==> src/rtl/ysyx_24110015_mem_arbiter.sv <==
// 2:1 round-robin arbiter sharing one memory port between icache refill (IF) and the LSU (LS).
// Grants lock until mem_ready; also keeps a contention counter and a sticky stuck-grant watchdog.
module ysyx_24110015_mem_arbiter #(
    parameter int TIMEOUT   = 1024,
    parameter int CNT_WIDTH = 32
) (
    input  logic                 clk,
    input  logic                 rst,

    input  logic [31:0]          if_addr,
    input  logic                 if_valid,
    output logic [31:0]          if_rdata,
    output logic                 if_ready,

    input  logic [31:0]          ls_addr,
    input  logic                 ls_valid,
    input  logic                 ls_wen,
    input  logic [31:0]          ls_wdata,
    input  logic [3:0]           ls_wmask,
    output logic [31:0]          ls_rdata,
    output logic                 ls_ready,

    output logic [31:0]          mem_addr,
    output logic                 mem_valid,
    output logic                 mem_wen,
    output logic [31:0]          mem_wdata,
    output logic [3:0]           mem_wmask,
    input  logic [31:0]          mem_rdata,
    input  logic                 mem_ready,

    output logic [CNT_WIDTH-1:0] conflict_cnt,
    output logic                 err_timeout
);

    localparam int WD_WIDTH = (TIMEOUT > 2) ? $clog2(TIMEOUT) : 1;
    localparam logic [WD_WIDTH-1:0] WD_LIMIT = WD_WIDTH'(TIMEOUT - 1);

    typedef enum logic [1:0] {
        IDLE    = 2'd0,
        BUSY_IF = 2'd1,
        BUSY_LS = 2'd2
    } state_t;

    state_t              state;
    state_t              state_next;
    logic                last_ls;
    logic                last_ls_next;
    logic                grant_if;
    logic                grant_ls;
    logic                waiting;
    logic                busy;
    logic [WD_WIDTH-1:0] wd;

    // last_ls resets to 1 so that IF wins the first tie after reset
    always_ff @(posedge clk or negedge rst) begin
        if (!rst) begin
            state   <= IDLE;
            last_ls <= 1'b1;
        end else begin
            state   <= state_next;
            last_ls <= last_ls_next;
        end
    end

    always_comb begin
        state_next   = state;
        last_ls_next = last_ls;
        grant_if     = 1'b0;
        grant_ls     = 1'b0;
        case (state)
            IDLE: begin
                if (if_valid && ls_valid) begin
                    grant_if = last_ls;
                    grant_ls = !last_ls;
                end else begin
                    grant_if = if_valid;
                    grant_ls = ls_valid;
                end
            end
            BUSY_IF: grant_if = 1'b1;
            BUSY_LS: grant_ls = 1'b1;
            default: begin
                grant_if = 1'b0;
                grant_ls = 1'b0;
            end
        endcase
        if (grant_if || grant_ls) begin
            if (mem_ready) begin
                state_next   = IDLE;
                last_ls_next = grant_ls;
            end else begin
                state_next   = grant_if ? BUSY_IF : BUSY_LS;
            end
        end
    end

    // Outputs are forced to zero while reset is held, even with requesters active
    always_comb begin
        mem_valid = 1'b0;
        mem_addr  = 32'h0;
        mem_wen   = 1'b0;
        mem_wdata = 32'h0;
        mem_wmask = 4'h0;
        if_ready  = 1'b0;
        if_rdata  = 32'h0;
        ls_ready  = 1'b0;
        ls_rdata  = 32'h0;
        if (rst) begin
            if (grant_if) begin
                mem_valid = 1'b1;
                mem_addr  = if_addr;
                if_ready  = mem_ready;
                if (mem_ready) begin
                    if_rdata = mem_rdata;
                end
            end else if (grant_ls) begin
                mem_valid = 1'b1;
                mem_addr  = ls_addr;
                mem_wen   = ls_wen;
                mem_wdata = ls_wdata;
                mem_wmask = ls_wmask;
                ls_ready  = mem_ready;
                if (mem_ready) begin
                    ls_rdata = mem_rdata;
                end
            end
        end
    end

    assign waiting = (grant_if && ls_valid) || (grant_ls && if_valid);
    assign busy    = (state != IDLE);

    always_ff @(posedge clk or negedge rst) begin
        if (!rst) begin
            conflict_cnt <= '0;
        end else if (waiting) begin
            conflict_cnt <= conflict_cnt + CNT_WIDTH'(1);
        end
    end

    // Watchdog saturates at its limit; the grant itself is never aborted
    always_ff @(posedge clk or negedge rst) begin
        if (!rst) begin
            wd          <= '0;
            err_timeout <= 1'b0;
        end else if (!busy || mem_ready) begin
            wd          <= '0;
        end else if (wd == WD_LIMIT) begin
            err_timeout <= 1'b1;
        end else begin
            wd          <= wd + WD_WIDTH'(1);
        end
    end

endmodule

==> config.mk <==
export PLATFORM = sky130hd
export DESIGN_NAME = ysyx_24110015_mem_arbiter
export DESIGN_NICKNAME = d
export VERILOG_FILES = /design/src/rtl/ysyx_24110015_mem_arbiter.sv
export SDC_FILE = /design/constraint.sdc
export NUM_CORES = 1
export LEC_CHECK = 0
export ABC_AREA = 0
export CAP_MARGIN = 25
export CORE_AREA = 4 4 118 120
export CTS_CLUSTER_SIZE = 12
export DETAILED_ROUTE_END_ITERATION = 6
export DIE_AREA = 0 0 122 124
export HOLD_SLACK_MARGIN = 0.12
export PLACE_DENSITY = 0.71
export RECOVER_POWER = 50
export SLEW_MARGIN = 20
export SYNTH_ARGS = -nofsm -noshare
export SYNTH_HDL_FRONTEND = slang
export SYNTH_SLANG_ARGS = --single-unit
==> constraint.sdc <==
create_clock -name clk -period 5.1 [get_ports clk]
set_input_delay 0.51 -clock clk [delete_from_list [all_inputs] [get_ports clk]]
set_output_delay 0.51 -clock clk [all_outputs]
set_load 0.02 [all_outputs]
After elaboration in Yosys (flattened, before gate mapping)
Cells that the tools add are included.
{"block": "op_classes", "mux": 34, "n_eq_ne": 4, "addsub": 2, "reduce_logical": 12, "bitwise": 1}
{"cell": "32-bit two-way mux", "n": 12}
{"cell": "32-bit by 1-bit adder with 32-bit output (second input constant)", "n": 1}
{"cell": "10-bit two-way mux", "n": 2}
{"cell": "1-bit two-way mux", "n": 13}
{"cell": "4-bit two-way mux", "n": 3}
{"cell": "10-bit by 1-bit adder with 10-bit output (second input constant)", "n": 1}
{"cell": "10-bit == test (second input constant)", "n": 1}
{"cell": "2-bit two-way mux", "n": 2}
{"cell": "1-bit case mux with 2 select lines", "n": 2}
{"cell": "2-bit AND reduction", "n": 2}
{"cell": "1-bit logical AND", "n": 3}
{"cell": "1-bit logical OR", "n": 3}
{"cell": "2-bit by 1-bit == test with 1-bit output (second input constant)", "n": 1}
{"cell": "2-bit == test (second input constant)", "n": 1}
{"cell": "1-bit logical NOT", "n": 2}
{"cell": "2-bit logical NOT", "n": 1}
{"cell": "2-bit != test (second input constant)", "n": 1}
{"cell": "2-bit nonzero test", "n": 1}
{"cell": "1-bit inverter", "n": 1}
{"block": "word_totals", "out_inout_bits": 169, "word_cells": 58, "reg_bits": 46}

Longest topological paths before layout
{"block": "depth", "word_depth": 6, "ltp_mapped": 6, "ltp_nobuf": 5}

Worst setup path after synthesis
Ideal clock, no wire load.
{"block": "synth_path", "path_type": "flip-flop to output port", "startpoint": "register last_ls", "endpoint": "output port if_rdata[22]", "path_stages_with_launch": 6, "required_ps": 4590, "arrival_ps": 1622, "setup_slack_ps": 2968, "path_buffers": 1, "path_cell_list": "dfstp_2 -> nand2b_1 -> a21oi_2 -> nor3_1 -> buf_2 -> and2_1"}
{"block": "synth_between", "elab_chain_len": 4}
{"item": "start, declared", "line_no": "46", "rtl": "logic last_ls;"}
{"item": "start signal, assigned", "line_no": "61", "rtl": "last_ls <= last_ls_next;"}
{"item": "1-bit two-way mux", "line_no": "72", "rtl": "if (if_valid && ls_valid) begin"}
{"item": "1-bit case mux with 2 select lines", "line_no": "70", "rtl": "case (state)"}
{"item": "32-bit two-way mux", "line_no": "109", "rtl": "if (grant_if) begin"}
{"item": "32-bit two-way mux", "line_no": "108", "rtl": "if (rst) begin"}
{"item": "end, declared", "line_no": "12", "rtl": "output logic [31:0] if_rdata,"}
No other way between the ends.

Worst setup path in the final report
{"block": "layout_path", "startpoint": "input port if_valid", "endpoint": "output port if_rdata[25]"}
{"block": "layout_between", "elab_chain_len": 5}
{"item": "start, declared", "line_no": "11", "rtl": "input logic if_valid,"}
{"item": "1-bit logical AND", "line_no": "72"}
{"item": "1-bit two-way mux *", "line_no": "72"}
{"item": "1-bit case mux with 2 select lines *", "line_no": "70"}
{"item": "32-bit two-way mux *", "line_no": "109"}
{"item": "32-bit two-way mux *", "line_no": "108"}
Every way passes the cells marked *; elsewhere a longest branch is shown, timed or not.

==> impl_metrics.json <==
{
  "yosys.area.top_type": "dfrtp_1",
  "synth_common_cells": "and2_1, dfrtp_1, nand3_1",
  "synth-main-ff-cell": "dfrtp_1",
  "die_width_um": 122,
  "portBuffers": 306,
  "synth.distinct_cells": 42,
  "synthXorXnorAreaFrac_pct": 8.50,
  "cp_num_cells": 6,
  "min_path_type": "register to register",
  "yosys.area_share.simple_pct": 39.3,
  "n_antenna_cell": 0,
  "yosysMostFrequentCell": "and2_1",
  "path_delay_family": "buffers and inverters",
  "swShare_pct": 43.1,
  "postSynthCellCount": 443,
  "die_area_sq_um": 15100,
  "worstSetupPathType": "input port to output port",
  "fin_crit_ns": 3.87,
  "gp_congestion": 0.816,
  "cts_tree": "yes",
  "ys_ff_latch": 46,
  "synthTopCellsByArea": "dfrtp_1, and2_1, nand3_1",
  "power.leakage_nw": 2.86,
  "intPower_mw": 1.25,
  "rows": 42,
  "setup_tns_ns": 0,
  "powerDensity_nw_per_um2": 321,
  "cts_setup_buffers": 0,
  "worstSetupStartpointType": "input port",
  "syn-cell-area_sq_um": 3500,
  "pwr-share-clk_pct": 16.5,
  "ir_drop_mv": 0.144,
  "status": "finished clean",
  "cp_max_fo": 33,
  "grt_pass1_vias": 4200,
  "power_frac_comb_pct": 62.7,
  "synth_top_family_by_area": "simple AND/OR/NAND/NOR gates",
  "dr.pass1.iters": 4,
  "insertion_delay_ns": 0.28,
  "drt_iter0_drc": 235,
  "period_share_pct": 75.9,
  "routed_via_density": 4.80,
  "root_buffer": "clkbuf_16",
  "gr-total-overflow": 0,
  "critPathRequiredTime_ns": 4.59,
  "reg2regPathDepth": 5,
  "core_area_sq_um": 13000,
  "crit_path_max_incr_delay_ns": 0.81,
  "worst_pin_slew_ns": 1.08,
  "rsz0062_at_grt": "false",
  "muxShareOfSynthArea_pct": 0.857,
  "synth-edff-count": 0,
  "areaGrowthSynthToFinish_pct": 95.3,
  "ios": 307,
  "cts_resized": 0,
  "finalClockSkew_ns": 0.00476,
  "synth_adder_area_share_pct": 0.714,
  "drv_slew": 0,
  "htreeDepth": 2,
  "routedWlPerCell_um": 17.4,
  "ys_warn_count": 0,
  "grt_pass1_wl_um": 22600,
  "grt_usage_pct": 18.9,
  "grt_max_degree": 49,
  "p_switching_uw": 947,
  "regArea_sq_um": 1150,
  "p_total_mw": 2.20,
  "synth_top_area_share_pct": 32.1,
  "multi_input_area_sq_um": 2160,
  "critPathArrivalTime_ns": 3.36,
  "seqPwrFrac_pct": 20.8,
  "critPathBufInv": 3,
  "drt_wl_total_um": 15900,
  "cts.sinks": 46,
  "hold_viol_final": 0,
  "synth.avg_cell_area_sq_um": 7.91,
  "worst_hold_slack_ns": 0.469,
  "maxSlewHeadroom_pct": 27.8,
  "drc": 0,
  "drive_gt1_share_pct": 2.86,
  "hold_path_depth": 1,
  "rrSetupSlack_ns": 2.73,
  "clk_pin_slew_ns": 0.06,
  "hpwl_um": 12800,
  "start_util_pct": 27.0,
  "numCtsBuffers": 5,
  "synthesis.nets": 583,
  "cts_buffer_depth": 2,
  "fin_nets": 873,
  "drv_cap": 0,
  "antenna_left": 0,
  "fillerInstances": 1177,
  "cp_cell_sequence": "dlygate4sd3_1 > a21oi_1 > nor3_2 > clkbuf_1 > and2_1 > clkdlybuf4s50_1",
  "fmax_ghz": 0.258,
  "vias": 4370,
  "die_height_um": 124,
  "setup_viol": 0,
  "antenna_found_initial": 3,
  "hold_buffers": 0,
  "synth_compound_area_share_pct": 13.2,
  "crit_slowest_cell": "clkbuf_1",
  "async_reset_ff_share_pct": 100,
  "end_kind": "output port",
  "seq_area_frac_synth_pct": 32.9
}
-- worst register-to-register path, delay by kind of cell, from the launching register on --
family | cells | cell delay, ns
simple gates | 2 | 1.09
xor+xnor | 1 | 0.18
flops | 1 | 0.34
buf+inv | 1 | 0.34
compound gates | 1 | 0.36
-- kinds of logic (layout without fill, tap and decap cells) --
family / count (synthesis) / in the layout
xor gates and xnor gates: 34 / 34
adders and majority gates: 2 / 2
buffers and inverters: 38 / 329
DFF: 46 / 46
muxes: 3 / 3
and+or+nand+nor: 237 / 237
AOI/OAI and AO/OA: 83 / 83
-- layer usage --
| layer | vias to the layer above | part of all wire (%) | global-route usage [%] |
|---|---|---|---|
| met4 | 4 | 0.92 | 3.50 |
| li1 | 2101 | - | - |
| met3 | 17 | 11 | 7.08 |
| met2 | 206 | 49 | 32.5 |
| met1 | 2042 | 39 | 22.8 |
| met5 | - | 0.17 | 0 |
-- per-stage QoR --
stage               cells  area, sq um  setup WS [ns]  utilization (%)
floorplan             443         3500           2.97                -
finish                910         6840           1.23             52.7
CTS                   909         6900           1.36             53.1
global route          910         6840          0.975             52.7
detailed placement    901         6730           1.36             51.9
global placement      900         6720           1.53             51.8
-- state kept, by name, summed over array words and instances, names as in the netlist --
register / cells
err_timeout: 1
wd: 10
conflict_cnt: 32
state: 2
last_ls: 1
-- path summary, 6_finish.rpt --
kind,startpoint,to
worst max-delay path,if_valid,if_rdata[25]
worst min-delay path,err_timeout,err_timeout
worst max register to register,state[1],conflict_cnt[24]
worst min register to register,err_timeout,err_timeout
max in group asynchronous,rst,conflict_cnt[11]
min in group asynchronous,rst,conflict_cnt[4]
-- layout by cell type (no fill, tap or decap), types with 5 or more instances in the layout --
cell type and n:
dfrtp_1 45, and2_1 102, xnor2_1 11, nand2_1 25, nor4_1 13, nand4_1 10, clkdlybuf4s50_1 268, o21ai_0 36
nand3_1 42, clkbuf_16 5, dlygate4sd3_1 37, xor2_1 23, a21oi_1 37, nor2_1 15, and3_1 8, nor3_1 9
inv_1 7
-- final cells by class --
| cell class | count | area share, % |
|---|---|---|
| multi-input combinational | 359 | 31.6 |
| timing repair buffer | 313 | 45.5 |
| inverter | 8 | 0.439 |
| clock buffer | 5 | 1.83 |
| tap | 176 | 3.22 |
| sequential | 46 | 16.8 |
| clock inverter | 3 | 0.585 |
-- power by group through the flow --
stage          sequential (mW)  clock (mW)  combinational, mW
2_1_floorplan            0.484           0              0.722
3_3_place_gp             0.465           0               1.38
3_5_place_dp             0.468           0               1.41
4_1_cts                  0.462       0.371               1.41
5_1_grt                  0.463       0.384               1.48
6_report                 0.457       0.363               1.38
(Power assumes the default switching activity.)
